==> config.mk <==
export PLATFORM = sky130hd
export DESIGN_NAME = pc_unit
export DESIGN_NICKNAME = d
export VERILOG_FILES = /design/src/rtl/pc_unit_pkg.sv /design/src/rtl/pc_unit_fetch_adel_check.sv /design/src/rtl/pc_unit.sv
export SDC_FILE = /design/constraint.sdc
export NUM_CORES = 1
export LEC_CHECK = 0
export BUFFER_PORTS_ARGS = -buffer_cell sky130_fd_sc_hd__buf_2
export CAP_MARGIN = 25
export CORE_MARGIN = 5
export CORE_UTILIZATION = 30
export DETAILED_ROUTE_END_ITERATION = 6
export PLACE_DENSITY_LB_ADDON = 0.2
export SETUP_SLACK_MARGIN = 0.5
export SLEW_MARGIN = 20
export SYNTH_ARGS = -nofsm -noshare
export SYNTH_HDL_FRONTEND = slang
export SYNTH_SLANG_ARGS = --single-unit
export TNS_END_PERCENT = 20
==> constraint.sdc <==
create_clock -name clk -period 1.9 [get_ports clk]
set_input_delay 0.57 -clock clk [delete_from_list [all_inputs] [get_ports clk]]
set_output_delay 0.57 -clock clk [all_outputs]
set_load 0.01 [all_outputs]
==> src/rtl/pc_unit_pkg.sv <==
// pc_unit_pkg: FSM encodings and default address map shared by the PC unit
package pc_unit_pkg;
  typedef enum logic [1:0] {
    PC_BOOT      = 2'd0,
    PC_RUN       = 2'd1,
    PC_ERET_WAIT = 2'd2
  } pc_state_e;
  localparam logic [31:0] RESET_PC_DEF = 32'h0000_3000;
  localparam logic [31:0] ISR_PC_DEF   = 32'h0000_4180;
  localparam logic [31:0] IM_BASE_DEF  = 32'h0000_3000;
  localparam int unsigned IM_BYTES_DEF = 16384;
endpackage

==> src/rtl/pc_unit_fetch_adel_check.sv <==
// fetch_adel_check: flags misaligned or out-of-IM fetch addresses
module fetch_adel_check
  import pc_unit_pkg::*;
#(
  parameter logic [31:0] IM_BASE  = IM_BASE_DEF,
  parameter int unsigned IM_BYTES = IM_BYTES_DEF
) (
  input  logic [31:0] addr,
  output logic        adel
);
  localparam logic [31:0] IM_END = IM_BASE + IM_BYTES;
  assign adel = (|addr[1:0]) || (addr < IM_BASE) || (addr >= IM_END);
endmodule

==> src/rtl/pc_unit.sv <==
// pc_unit: IF-stage program counter with exception/ERET/stall arbitration.
// Define PC_UNIT_FETCH_ADEL_EN to generate the registered fetch_adel flag.
module pc_unit
  import pc_unit_pkg::*;
#(
  parameter logic [31:0] RESET_PC = RESET_PC_DEF,
  parameter logic [31:0] ISR_PC   = ISR_PC_DEF
) (
  input  logic        clk,
  input  logic        reset,
  input  logic        stall,
  input  logic [31:0] next_pc,
  input  logic        branch_in_id,
  input  logic        exc_req,
  input  logic        eret_req,
  input  logic [31:0] epc,
  output logic [31:0] pc,
  output logic        pc_valid,
  output logic        in_delay_slot,
  output logic        eret_pending,
  output logic        fetch_adel
);
  pc_state_e   state_q, state_d;
  logic [31:0] pc_q, pc_d, epc_q, epc_d;
  logic        valid_q, valid_d, dly_q, dly_d, pend_q, pend_d;
  always_comb begin
    state_d = state_q;
    pc_d    = pc_q;
    epc_d   = epc_q;
    valid_d = valid_q;
    dly_d   = dly_q;
    pend_d  = pend_q;
    case (state_q)
      PC_BOOT: begin
        state_d = PC_RUN;
        valid_d = 1'b1;
      end
      PC_RUN: begin
        if (exc_req) begin
          pc_d    = ISR_PC;
          dly_d   = 1'b0;
          valid_d = 1'b1;
        end else if (eret_req && !stall) begin
          pc_d  = epc;
          dly_d = 1'b0;
        end else if (eret_req) begin
          epc_d   = epc;
          pend_d  = 1'b1;
          state_d = PC_ERET_WAIT;
        end else if (!stall) begin
          pc_d  = next_pc;
          dly_d = branch_in_id;
        end
      end
      PC_ERET_WAIT: begin
        if (exc_req || !stall) begin
          pc_d    = exc_req ? ISR_PC : epc_q;
          dly_d   = 1'b0;
          valid_d = 1'b1;
          pend_d  = 1'b0;
          state_d = PC_RUN;
        end
      end
      default: state_d = PC_BOOT;
    endcase
  end
  always_ff @(posedge clk) begin
    if (reset) begin
      state_q <= PC_BOOT;
      pc_q    <= RESET_PC;
      epc_q   <= '0;
      valid_q <= 1'b0;
      dly_q   <= 1'b0;
      pend_q  <= 1'b0;
    end else begin
      state_q <= state_d;
      pc_q    <= pc_d;
      epc_q   <= epc_d;
      valid_q <= valid_d;
      dly_q   <= dly_d;
      pend_q  <= pend_d;
    end
  end
  assign pc            = pc_q;
  assign pc_valid      = valid_q;
  assign in_delay_slot = dly_q;
  assign eret_pending  = pend_q;
`ifdef PC_UNIT_FETCH_ADEL_EN
  // Checking pc_d keeps the flag in step with pc and naturally held on stall
  logic adel_d, adel_q;
  fetch_adel_check u_adel (
    .addr(pc_d),
    .adel(adel_d)
  );
  always_ff @(posedge clk) begin
    if (reset) adel_q <= 1'b0;
    else adel_q <= adel_d;
  end
  assign fetch_adel = adel_q;
`else
  assign fetch_adel = 1'b0;
`endif
endmodule

=== Word-level counts from Yosys, hierarchy flattened ===
Index checks and enable logic that the tools add are counted.
W data, S select, Z words.

* Mux-type cells: 25
* Reduce and logical (&&, ||, !) cells: 11
* Equal/unequal tests: 9
* Bitwise gates (word level): 2

{| class="wikitable"
|+ Operators with widths
! cell !! count
|-
| $mux W32 || 6
|-
| $pmux W32 S2 || 1
|-
| $reduce_and A4 Y1 || 3
|-
| $mux W1 || 10
|-
| $ne A2 B2 Y1 const B || 5
|-
| $mux W2 || 4
|-
| $ne A4 B4 Y1 const B || 2
|-
| $pmux W2 S3 || 1
|-
| $reduce_and A5 Y1 || 1
|-
| $pmux W1 S2 || 2
|-
| $pmux W1 S3 || 1
|-
| $reduce_and A3 Y1 || 1
|-
| $reduce_bool A3 Y1 || 1
|-
| $eq A2 B1 Y1 const B || 1
|-
| $eq A2 B2 Y1 const B || 1
|-
| $logic_not A2 Y1 || 1
|-
| $not A1 Y1 || 2
|-
| $reduce_bool A2 Y1 || 1
|-
| $logic_and A1 B1 Y1 || 1
|-
| $logic_not A1 Y1 || 1
|-
| $logic_or A1 B1 Y1 || 1
|}

* Input bits: 70
* Flip-flop bits (word level): 69
* Output and inout bits: 36
* Word-level logic and storage cells: 53

=== Longest topological paths before layout ===
* Depth after elaboration: 5
* Gate-level depth with buffers: 7
* Gate-level depth less buffers: 6

=== Worst setup path after synthesis ===
OpenSTA, ideal clock, no wires.

* Path type: input to register
* From: input port reset
* To: register pc_q[0] (netlist: pc[0])
* Stages on the path: 6
* Setup time: 0.117 ns
* Buffers on the path: 3
* Data required time: 1.783 ns
* Setup slack: 0.324 ns
* Arrival: 1.460 ns
* Cells stage by stage: buf_2 > nor2_1 > and3_1 > buf_2 > buf_2 > a22o_1

{| class="wikitable"
|+ RTL lines
! element !! RTL line !! text
|-
| start, declared || pc_unit.sv:10 || <nowiki>input logic reset,</nowiki>
|-
| end signal, assigned || pc_unit.sv:77 || <nowiki>pc_q <= pc_d;</nowiki>
|-
| end, declared || pc_unit.sv:24 || <nowiki>logic [31:0] pc_q, pc_d, epc_q, epc_d;</nowiki>
|}

=== Worst setup path in the final report ===
* From: register state_q[1]
* To: register pc_q[13] (netlist: pc[13])

* Longest elaborated chain between the ends: 3

{| class="wikitable"
|+ RTL lines
! element !! RTL line !! text
|-
| start, declared || pc_unit.sv:23 || <nowiki>pc_state_e state_q, state_d;</nowiki>
|-
| start signal, assigned || pc_unit.sv:76 || <nowiki>state_q <= state_d;</nowiki>
|-
| $eq A2 B1 Y1 or $eq A2 B2 Y1 (tied branches) || pc_unit.sv:33 || <nowiki>case (state_q)</nowiki>
|-
| $ne A4 B4 Y1 (no source line) (tied with other cells) || - ||
|-
| $reduce_and A4 Y1 (no source line) || - ||
|}

Parallel ways exist; a longest one is shown, timed or not.
A chain may end at the register's enable or synchronous reset.

==> results.cfg <==
[outcome]
outcome = finished, final reports clean

[power]
seqPwrFrac_pct = 34.4
p_int_w = 0.00356
power_frac_comb_pct = 40.1
power_switching_w = 0.00183
p_per_area_nw_per_um2 = 1210
worst_ir_drop_vdd_mv = 0.665
clkPwrFrac_pct = 25.5
switching_share_pct = 34.0
p_leak_nw = 1.96

[detailed_routing]
ant_nets = 0
vias = 2972
drc = 0
drt_iter0_markers = 166
wirelength_um = 9860
viasPerCell = 4.75
wl_per_cell_um = 15.8
firstDrtPassIters = 5

[sta]
max_freq_ghz = 0.664
rsz0062_at_grt = yes
finalCritPeriodShare_pct = 79.2
fin_hold_ws_ns = 0.453
min_period_ns = 1.51
final-setup-viol-count = 0
final_hold_viol_count = 0
finalMaxSlewViolations = 0
fin_ws_ns = 0.395
setup_tns_ns = 0
skew_ns = 0.0101

[finish]
fill_cells = 1030
nets = 560
register_area_um2 = 1390
n_antenna_cell = 0
fin_area_um2 = 4470
drive_above_1_share_pct = 35.9
areaGrowthSynthToFinish_pct = 41.2
instances_no_fill = 626
multi_input_comb_area_um2 = 1670

[floorplanning]
core_area_um2 = 10300
die_y_um = 113
die_w_um = 113
boundaryPins = 106
die_area_um2 = 12700
start_util_pct = 30.7
row_count = 37

[logic_synthesis]
postSynth.asyncResetShare_pct = 0
ys_ff_latch = 69
synth_largest_area_cell = dfxtp_1
synthCells = 366
ys_seq_area_share_pct = 43.6
synth_flop_cell = dfxtp_1
synth_most_common_cell = nand2_1
synth_edf_count = 0
netlist_top_cells_count = 98 x nand2_1, 69 x dfxtp_1, 36 x a21oi_1
synth_cell_types = 33
synth_area_um2 = 3170
synth.avg_cell_area_um2 = 8.65
mappedNetlistNets = 441
synth_top_area_share_pct = 43.6
synthTopCellsByArea = dfxtp_1 44%, nand2_1 12%, mux2i_1 9.5%, a22o_1 7.5%, a21oi_1 5.7%
ys_warn_count = 0

[worst_setup_path]
crit_arrival_ns = 1.73
cpMaxStageDelayCell = dfxtp_4
criticalPathCategory = reg2reg
crit_fanout = 5
end_kind = flip-flop
slowest_delay_ns = 0.38
crit_top_cell = nor2_4
path_cells = inv_4 -> ha_4 -> nor2_4 -> buf_6 -> o21ai_4 -> nor2_4 -> a221o_1
crit_path_start_kind = flip-flop
cp.required_ns = 2.12

[cts]
clock_path_buffers = 2
cts-root-buf = clkbuf_8
cts_max_level = 3
cts_buffers = 9
path_clk_slew_ns = 0.07
clk_latency_ns = 0.34
hold_buffers = 0
clock-sinks = 69
cts_tree = built

[global_route]
top_usage_layer = met2
grt_pass1_wl_um = 14500
antenna_found_initial = 0
grt_max_degree = 33
grt_use_total_pct = 14.2
overflow = 0
grt.met2_usage_pct = 22.7
grt_pass1_vias = 2863
met3_usage_pct = 3.05
globalRouteMet1Util_pct = 18.5

[placed_design]
gp_routability_congestion = 0.776
pre_cts_ws_ns = 0.182
dp_cells = 589
io_buffers = 104
placed_area_um2 = 3830
dp_hpwl_um = 6350

[flow_run]
drv_cap = 0

[min_path]
worstHoldPathType = reg2reg
repair_timing:
action,4_1_cts,5_1_grt
resized for setup,20,19
setup buffers,7,8
setup endpoints to repair,86,102
pin swaps,5,8
gates cloned,1,5
cells in the final DEF, fill, tap and decap left out, types with 3 or more instances in the layout:
| cell type | Yosys | routed |
|---|---|---|
| buf_2 | 7 | 104 |
| nand2_1 | 98 | 98 |
| dfxtp_1 | 69 | 67 |
| a21oi_1 | 36 | 35 |
| mux2i_1 | 30 | 30 |
| a22o_1 | 27 | 27 |
| o21ai_0 | 24 | 18 |
| buf_4 | 1 | 13 |
| o21ai_1 | 7 | 11 |
| clkbuf_8 | 0 | 11 |
| nor2_1 | 10 | 8 |
| buf_6 | 6 | 7 |
| buf_12 | 0 | 7 |
| ha_4 | 0 | 4 |
| clkbuf_16 | 0 | 4 |
| nor3b_2 | 3 | 3 |
| a31oi_1 | 3 | 3 |
| a311oi_1 | 3 | 3 |
| clkinvlp_4 | 0 | 3 |
state kept, by name, summed over array words and instances (netlist names):
name and count:
state_q 2, eret_pending 1, pc_valid 1, epc_q 32, in_delay_slot 1, pc 32
logic make-up (layout without fill, tap and decap cells):
logic type	count (synthesis)	count (layout)	synth area share, %
AOI/OAI and AO/OA	106	106	21.1
adders and majority gates	5	5	1.98
buffers and inverters	33	157	6.80
DFF	69	69	43.6
muxes	30	30	9.49
other	1	1	0.118
and+or+nand+nor	122	122	16.8
critical path, delay by kind of cell, from the launching register on:
family,cells,cell delay (ns)
compound gates,2,0.51
flops,1,0.38
buf+inv,2,0.20
fa+ha+maj,1,0.17
simple gates,2,0.13
power groups by stage:
stage | Clock [W] | Combinational (W) | Sequential [W]
floorplan | 0 | 0.000959 | 0.00192
global placement | 0 | 0.00155 | 0.00186
detailed placement | 0 | 0.00157 | 0.00186
CTS | 0.00141 | 0.00189 | 0.00185
global route | 0.00147 | 0.00234 | 0.00188
finish | 0.00138 | 0.00216 | 0.00185
cell type report:
type | count | share of cell area, %
clock inverters | 5 | 1.85
repair buffers | 137 | 21.9
flip-flops and latches | 69 | 31.1
multi-input cells | 264 | 37.5
clock buffers | 11 | 3.39
inverters | 4 | 0.504
well taps | 136 | 3.81
per-layer routing:
| metal | vias to the layer above | wire length (um) |
|---|---|---|
| met4 | 0 | 151 |
| met2 | 87 | 4650 |
| met1 | 1368 | 4480 |
| met3 | 11 | 573 |
| li1 | 1506 | - |
| met5 | - | 0 |
per-stage QoR:
stage	util, %	total power [W]
floorplan	-	0.00288
global placement	37.1	0.00341
detailed placement	37.1	0.00343
CTS	41.0	0.00515
global route	43.3	0.00570
finish	43.3	0.00539
worst paths after layout:
path / slack, ns / start / endpoint / depth (start not counted)
worst min register to register: 0.45 / pc_valid / pc_valid / 2
worst min-delay path: 0.45 / pc_valid / pc_valid / 2
worst max register to register: 0.39 / state_q[1] / pc[13] / 7
worst max-delay path: 0.39 / state_q[1] / pc[13] / 7
(Power assumes the default switching activity.)
